<file path="src/rtl/digit_serial_alu.sv">
// digit_serial_alu: digit-serial ADD/SUB/AND/OR/XOR engine, one DIGIT-bit digit per clock, LSB digit first.
// Ports: i_clk, i_rst_n (async active-low), i_start (accepted when idle), i_op (0 ADD, 1 SUB, 2 AND, 3 OR, 4 XOR, 5-7 ADD),
//        i_word1 (operand A), i_word2 (operand B, low (i_len+1) digits significant), i_len (active digits of B minus one),
//        i_sext (sign-extend B), o_busy, o_done (one-cycle pulse), o_result (held until next start), o_carry_out.
// Optional: define DSALU_EARLY_EXIT_EN to let ADD/SUB stop once the remaining digits are provably unchanged.
module digit_serial_alu #(
  parameter int WIDTH = 32,
  parameter int DIGIT = 4,
  localparam int NDIG = WIDTH / DIGIT,
  localparam int LW = (NDIG > 1) ? $clog2(NDIG) : 1
) (
  input  logic             i_clk,
  input  logic             i_rst_n,
  input  logic             i_start,
  input  logic [2:0]       i_op,
  input  logic [WIDTH-1:0] i_word1,
  input  logic [WIDTH-1:0] i_word2,
  input  logic [LW-1:0]    i_len,
  input  logic             i_sext,
  output logic             o_busy,
  output logic             o_done,
  output logic [WIDTH-1:0] o_result,
  output logic             o_carry_out
);
  typedef enum logic {S_IDLE, S_RUN} state_t;
  state_t r_state, w_next;
  logic [WIDTH-1:0] r_b, r_result, w_b_ext, w_mask, w_dw;
  logic [LW-1:0] r_idx, w_len;
  logic r_sub, r_and, r_or, r_logic, r_carry, r_done, r_cout;
  logic w_sign, w_acc, w_last, w_early;
  logic [31:0] w_pos;
  logic [DIGIT-1:0] w_ad, w_bd, w_lg;
  logic [DIGIT:0] w_d;
  // Clamp only exists when i_len can encode digits beyond NDIG-1.
  if ((1 << LW) == NDIG) begin : g_nc
    assign w_len = i_len;
  end else begin : g_c
    assign w_len = (i_len > LW'(NDIG - 1)) ? LW'(NDIG - 1) : i_len;
  end
  always_comb begin
    w_sign = 1'b0;
    w_b_ext = '0;
    for (int j = 0; j < NDIG; j++)
      if (LW'(j) == w_len) w_sign = i_sext & i_word2[j*DIGIT+DIGIT-1];
    for (int j = 0; j < NDIG; j++)
      w_b_ext[j*DIGIT +: DIGIT] = (LW'(j) <= w_len) ? i_word2[j*DIGIT +: DIGIT] : {DIGIT{w_sign}};
  end
  // Digits of A at and above idx are still the preloaded word1 inside r_result.
  always_comb begin
    w_pos = 32'(r_idx) * DIGIT;
    w_ad = DIGIT'(r_result >> w_pos);
    w_bd = DIGIT'(r_b >> w_pos) ^ {DIGIT{r_sub}};
    w_lg = r_and ? (w_ad & w_bd) : r_or ? (w_ad | w_bd) : (w_ad ^ w_bd);
    w_d = r_logic ? {1'b0, w_lg} : {1'b0, w_ad} + {1'b0, w_bd} + {{DIGIT{1'b0}}, r_carry};
    w_mask = WIDTH'({DIGIT{1'b1}}) << w_pos;
    w_dw = WIDTH'(w_d[DIGIT-1:0]) << w_pos;
    w_last = (r_idx == LW'(NDIG - 1)) || w_early;
  end
`ifdef DSALU_EARLY_EXIT_EN
  logic [LW-1:0] r_len;
  logic [DIGIT-1:0] w_e;
  // Zero extension with no carry, or all-ones extension absorbing a carry, leaves every upper digit equal to A.
  assign w_e = DIGIT'(r_b >> (w_pos + DIGIT)) ^ {DIGIT{r_sub}};
  assign w_early = !r_logic && (r_idx >= r_len) && ((w_e == '0 && !w_d[DIGIT]) || (&w_e && w_d[DIGIT]));
  always_ff @(posedge i_clk or negedge i_rst_n)
    if (!i_rst_n) r_len <= '0;
    else if (w_acc) r_len <= w_len;
`else
  assign w_early = 1'b0;
`endif
  assign w_acc = i_start && (r_state == S_IDLE);
  always_comb begin
    w_next = r_state;
    w_next = w_acc ? S_RUN : (r_state == S_RUN && w_last) ? S_IDLE : r_state;
  end
  always_ff @(posedge i_clk or negedge i_rst_n)
    if (!i_rst_n) r_state <= S_IDLE;
    else r_state <= w_next;
  always_ff @(posedge i_clk or negedge i_rst_n)
    if (!i_rst_n) begin
      r_b <= '0;
      r_result <= '0;
      r_idx <= '0;
      r_sub <= 1'b0;
      r_and <= 1'b0;
      r_or <= 1'b0;
      r_logic <= 1'b0;
      r_carry <= 1'b0;
      r_done <= 1'b0;
      r_cout <= 1'b0;
    end else begin
      r_done <= (r_state == S_RUN) && w_last;
      if (w_acc) begin
        r_b <= w_b_ext;
        r_result <= i_word1;
        r_idx <= '0;
        r_sub <= i_op == 3'd1;
        r_and <= i_op == 3'd2;
        r_or <= i_op == 3'd3;
        r_logic <= i_op inside {3'd2, 3'd3, 3'd4};
        r_carry <= i_op == 3'd1;
      end else if (r_state == S_RUN) begin
        r_result <= (r_result & ~w_mask) | (w_dw & w_mask);
        r_carry <= w_d[DIGIT];
        r_idx <= r_idx + 1'b1;
        if (w_last) r_cout <= w_d[DIGIT];
      end
    end
  assign o_busy = r_state == S_RUN;
  assign o_done = r_done;
  assign o_result = r_result;
  assign o_carry_out = r_cout;
endmodule
</file>
<file path="config.mk">
export PLATFORM = sky130hd
export DESIGN_NAME = digit_serial_alu
export DESIGN_NICKNAME = d
export VERILOG_FILES = /design/src/rtl/digit_serial_alu.sv
export SDC_FILE = /design/constraint.sdc
export NUM_CORES = 1
export LEC_CHECK = 0
export CORE_MARGIN = 10
export CORE_UTILIZATION = 35
export CTS_CLUSTER_DIAMETER = 80
export DETAILED_ROUTE_END_ITERATION = 10
export GPL_ROUTABILITY_DRIVEN = 0
export MAX_ROUTING_LAYER = met4
export SETUP_SLACK_MARGIN = 0.02
export SYNTH_ARGS = -nofsm -noshare
export SYNTH_HDL_FRONTEND = slang
export SYNTH_SLANG_ARGS = --single-unit
</file>
<file path="constraint.sdc">
create_clock -name i_clk -period 3.04 [get_ports i_clk]
set_input_delay 0.76 -clock i_clk [delete_from_list [all_inputs] [get_ports i_clk]]
set_output_delay 0.76 -clock i_clk [all_outputs]
set_load 0.01 [all_outputs]
</file>
==> metrics.yaml <==
status: "completed"
grt_pass1_vias: 4559
cts_hold_buf: 0
p_leak_nw: 2.60
die_height_um: 134
finClkSkew_ns: 0.00540
port_buffers: 108
detail_route.wirelength_um: 15300
ant_nets: 0
wire_per_inst_um: 19.1
fillers: 1225
clock_path_buffers: 2
final.min_clock_period_ns: 3.02
clock_latency_ns: 0.33
grt_max_degree: 61
die_area_mm2: 0.0181
viasPerCell: 5.51
endpoint_kind: "register"
die_w_um: 134
cts_tree: "yes"
worst_pin_slew_ns: 0.692
clockRootBuffer: "clkbuf_16"
drc_errors: 0
first_pass_iters: 5
fp.coreArea_mm2: 0.0127
n_antenna_cell: 0
ios: 109
cp.required_ns: 3.24
fin_nets: 713
yosysUniqueCellTypes: 56
hold_path.class: "in2async"
cts_sinks: 75
powerDensity_mw_per_mm2: 1400
drt_iter0_markers: 379
synth_common_cells: "79 x nand2_1, 75 x dfrtp_1, 53 x nor2_1, 49 x o21ai_0, 48 x a21oi_1"
finalHoldViolCount: 0
ys_warn_count: 0
synth_edf_count: 0
synth-seq-area-share: 0.410
setup_viol: 0
yosys-top-cells-area: "dfrtp_1 41%, mux4_2 8.4%, nand2_1 6.5%"
multi_input_area_mm2: 0.00264
syn_nets: 599
synth_cells: 510
synth_seq_cells: 75
slew-limit-headroom: 0.535
start_util: 0.360
max_freq_mhz: 331
crit_chain: "buf_12 > mux4_2 > mux2i_1 > xor2_1 > fa_1 > inv_2 > a21o_1 > nor4b_1 > nor2_1 > a31oi_4 > o21ai_1"
syn_area_per_cell_um2: 8.98
total_power_mw: 8.90
cp_max_fo: 8
crit_path_start_kind: "register"
rsz0062_at_grt: "true"
async_reset_ff_frac: 1.00
cts_buffers: 9
grt_overflow_total: 0
syn_area_mm2: 0.00458
r2r_setup_slack_ns: 0.02
drv_slew: 0
register_area_mm2: 0.00188
ys.flop_type: "dfrtp_1"
setup_tns_ns: 0
drv_cap: 0
yosysTopAreaCellShare: 0.410
grt_util_all_layers: 0.171
yosysMostFrequentCell: "nand2_1"
hold_slack_ns: 0.446
antenna_found_initial: 0
cp_slowest_cell: "mux4_2"
cp_top_family: "compound AO/OA/AOI/OAI gates"
worst_ep_arrival_time_ns: 3.22
htree_levels: 3
dp_hpwl_um: 11600
path_class: "reg2reg"
critical_path_buf_inv_count: 2
rows: 41
cpPeakStageDelay_ns: 0.50
grt_pass1_wl_um: 24200
drive_gt1_frac: 0.131
fin_crit_sh: 0.992
area_growth_pct: 39.2
dr_total_vias: 4399
synth_top_area_cell: "dfrtp_1"
clk_pin_slew_ns: 0.06
ir_worst_vdd_mv: 0.738
## logic make-up after synthesis
family                   synth area share
flip-flops                          0.410
buffers and inverters              0.0404
AND/OR/NAND/NOR                     0.176
AO/OA/AOI/OAI                       0.212
XOR/XNOR                          0.00765
adder cells (fa/ha/maj)            0.0426
multiplexers                        0.111
## per-layer routing
metal,vias up,GRT usage,part of all wire
li1,2061,-,-
met1,2136,0.217,0.44
met2,178,0.268,0.48
met3,24,0.0385,0.064
met4,0,0.0502,0.017
met5,-,-,0
## worst paths after layout
kind                              to      from  depth (start not counted)
min in group i_clk           r_b[22]   r_b[22]                          2
min reg2reg                  r_b[22]   r_b[22]                          2
max                         register  r_idx[0]                         11
max reg2reg                 register  r_idx[0]                         11
min                        async pin   i_rst_n                          1
max in group asynchronous    r_logic   i_rst_n                          2
## metrics by stage
stage / utilization / std cells / instance area [µm²] / setup WS [ns]
3_5_place_dp: 0.471 / 784 / 5990 / -0.0732
5_1_grt: 0.501 / 799 / 6380 / -0.115
4_1_cts: 0.495 / 799 / 6290 / 0.0248
3_3_place_gp: 0.471 / 784 / 5990 / 0.0185
2_1_floorplan: - / 510 / 4590 / 0.0415
6_report: 0.501 / 799 / 6380 / 0.0228
## power breakdown
part	internal (mW)	switching, mW
combinational	2.67	3.23
clock	0.587	0.400
sequential	1.49	0.520
total	4.75	4.15
## worst register-to-register path: cells and delay by family, from the launching register on
kind	cells	cell delay, ns
AOI/OAI and AO/OA	3	0.68
and+or+nand+nor	2	0.41
xor gates and xnor gates	1	0.28
adders and majority gates	1	0.24
buffers and inverters	2	0.20
muxes	2	0.66
DFF	1	0.40
## placed cells by master, fill, tap and decap left out, drive strengths merged, types with 14 or more instances in the layout
cell / n
ha: 14
dfrtp: 75
o21ai: 57
nand2: 79
a21oi: 48
inv: 14
clkdlybuf4s50: 107
mux4: 17
nor2: 53
buf: 27
## cell type report
type / count / area share
repair buffers: 134 / 0.208
inverters: 15 / 0.00883
clock inverters: 2 / 0.00196
multi-input cells: 389 / 0.413
clock buffers: 12 / 0.0402
well taps: 172 / 0.0337
flip-flops and latches: 75 / 0.294
## what timing repair did
action                                  4_1_cts  5_1_grt
gates resized for setup                       6       14
pin swaps                                     2        0
setup buffers                                 1        0
endpoints found under the setup margin        8       21
gates cloned                                  0        0
Note: power is estimated with default switching activity, not from simulation.
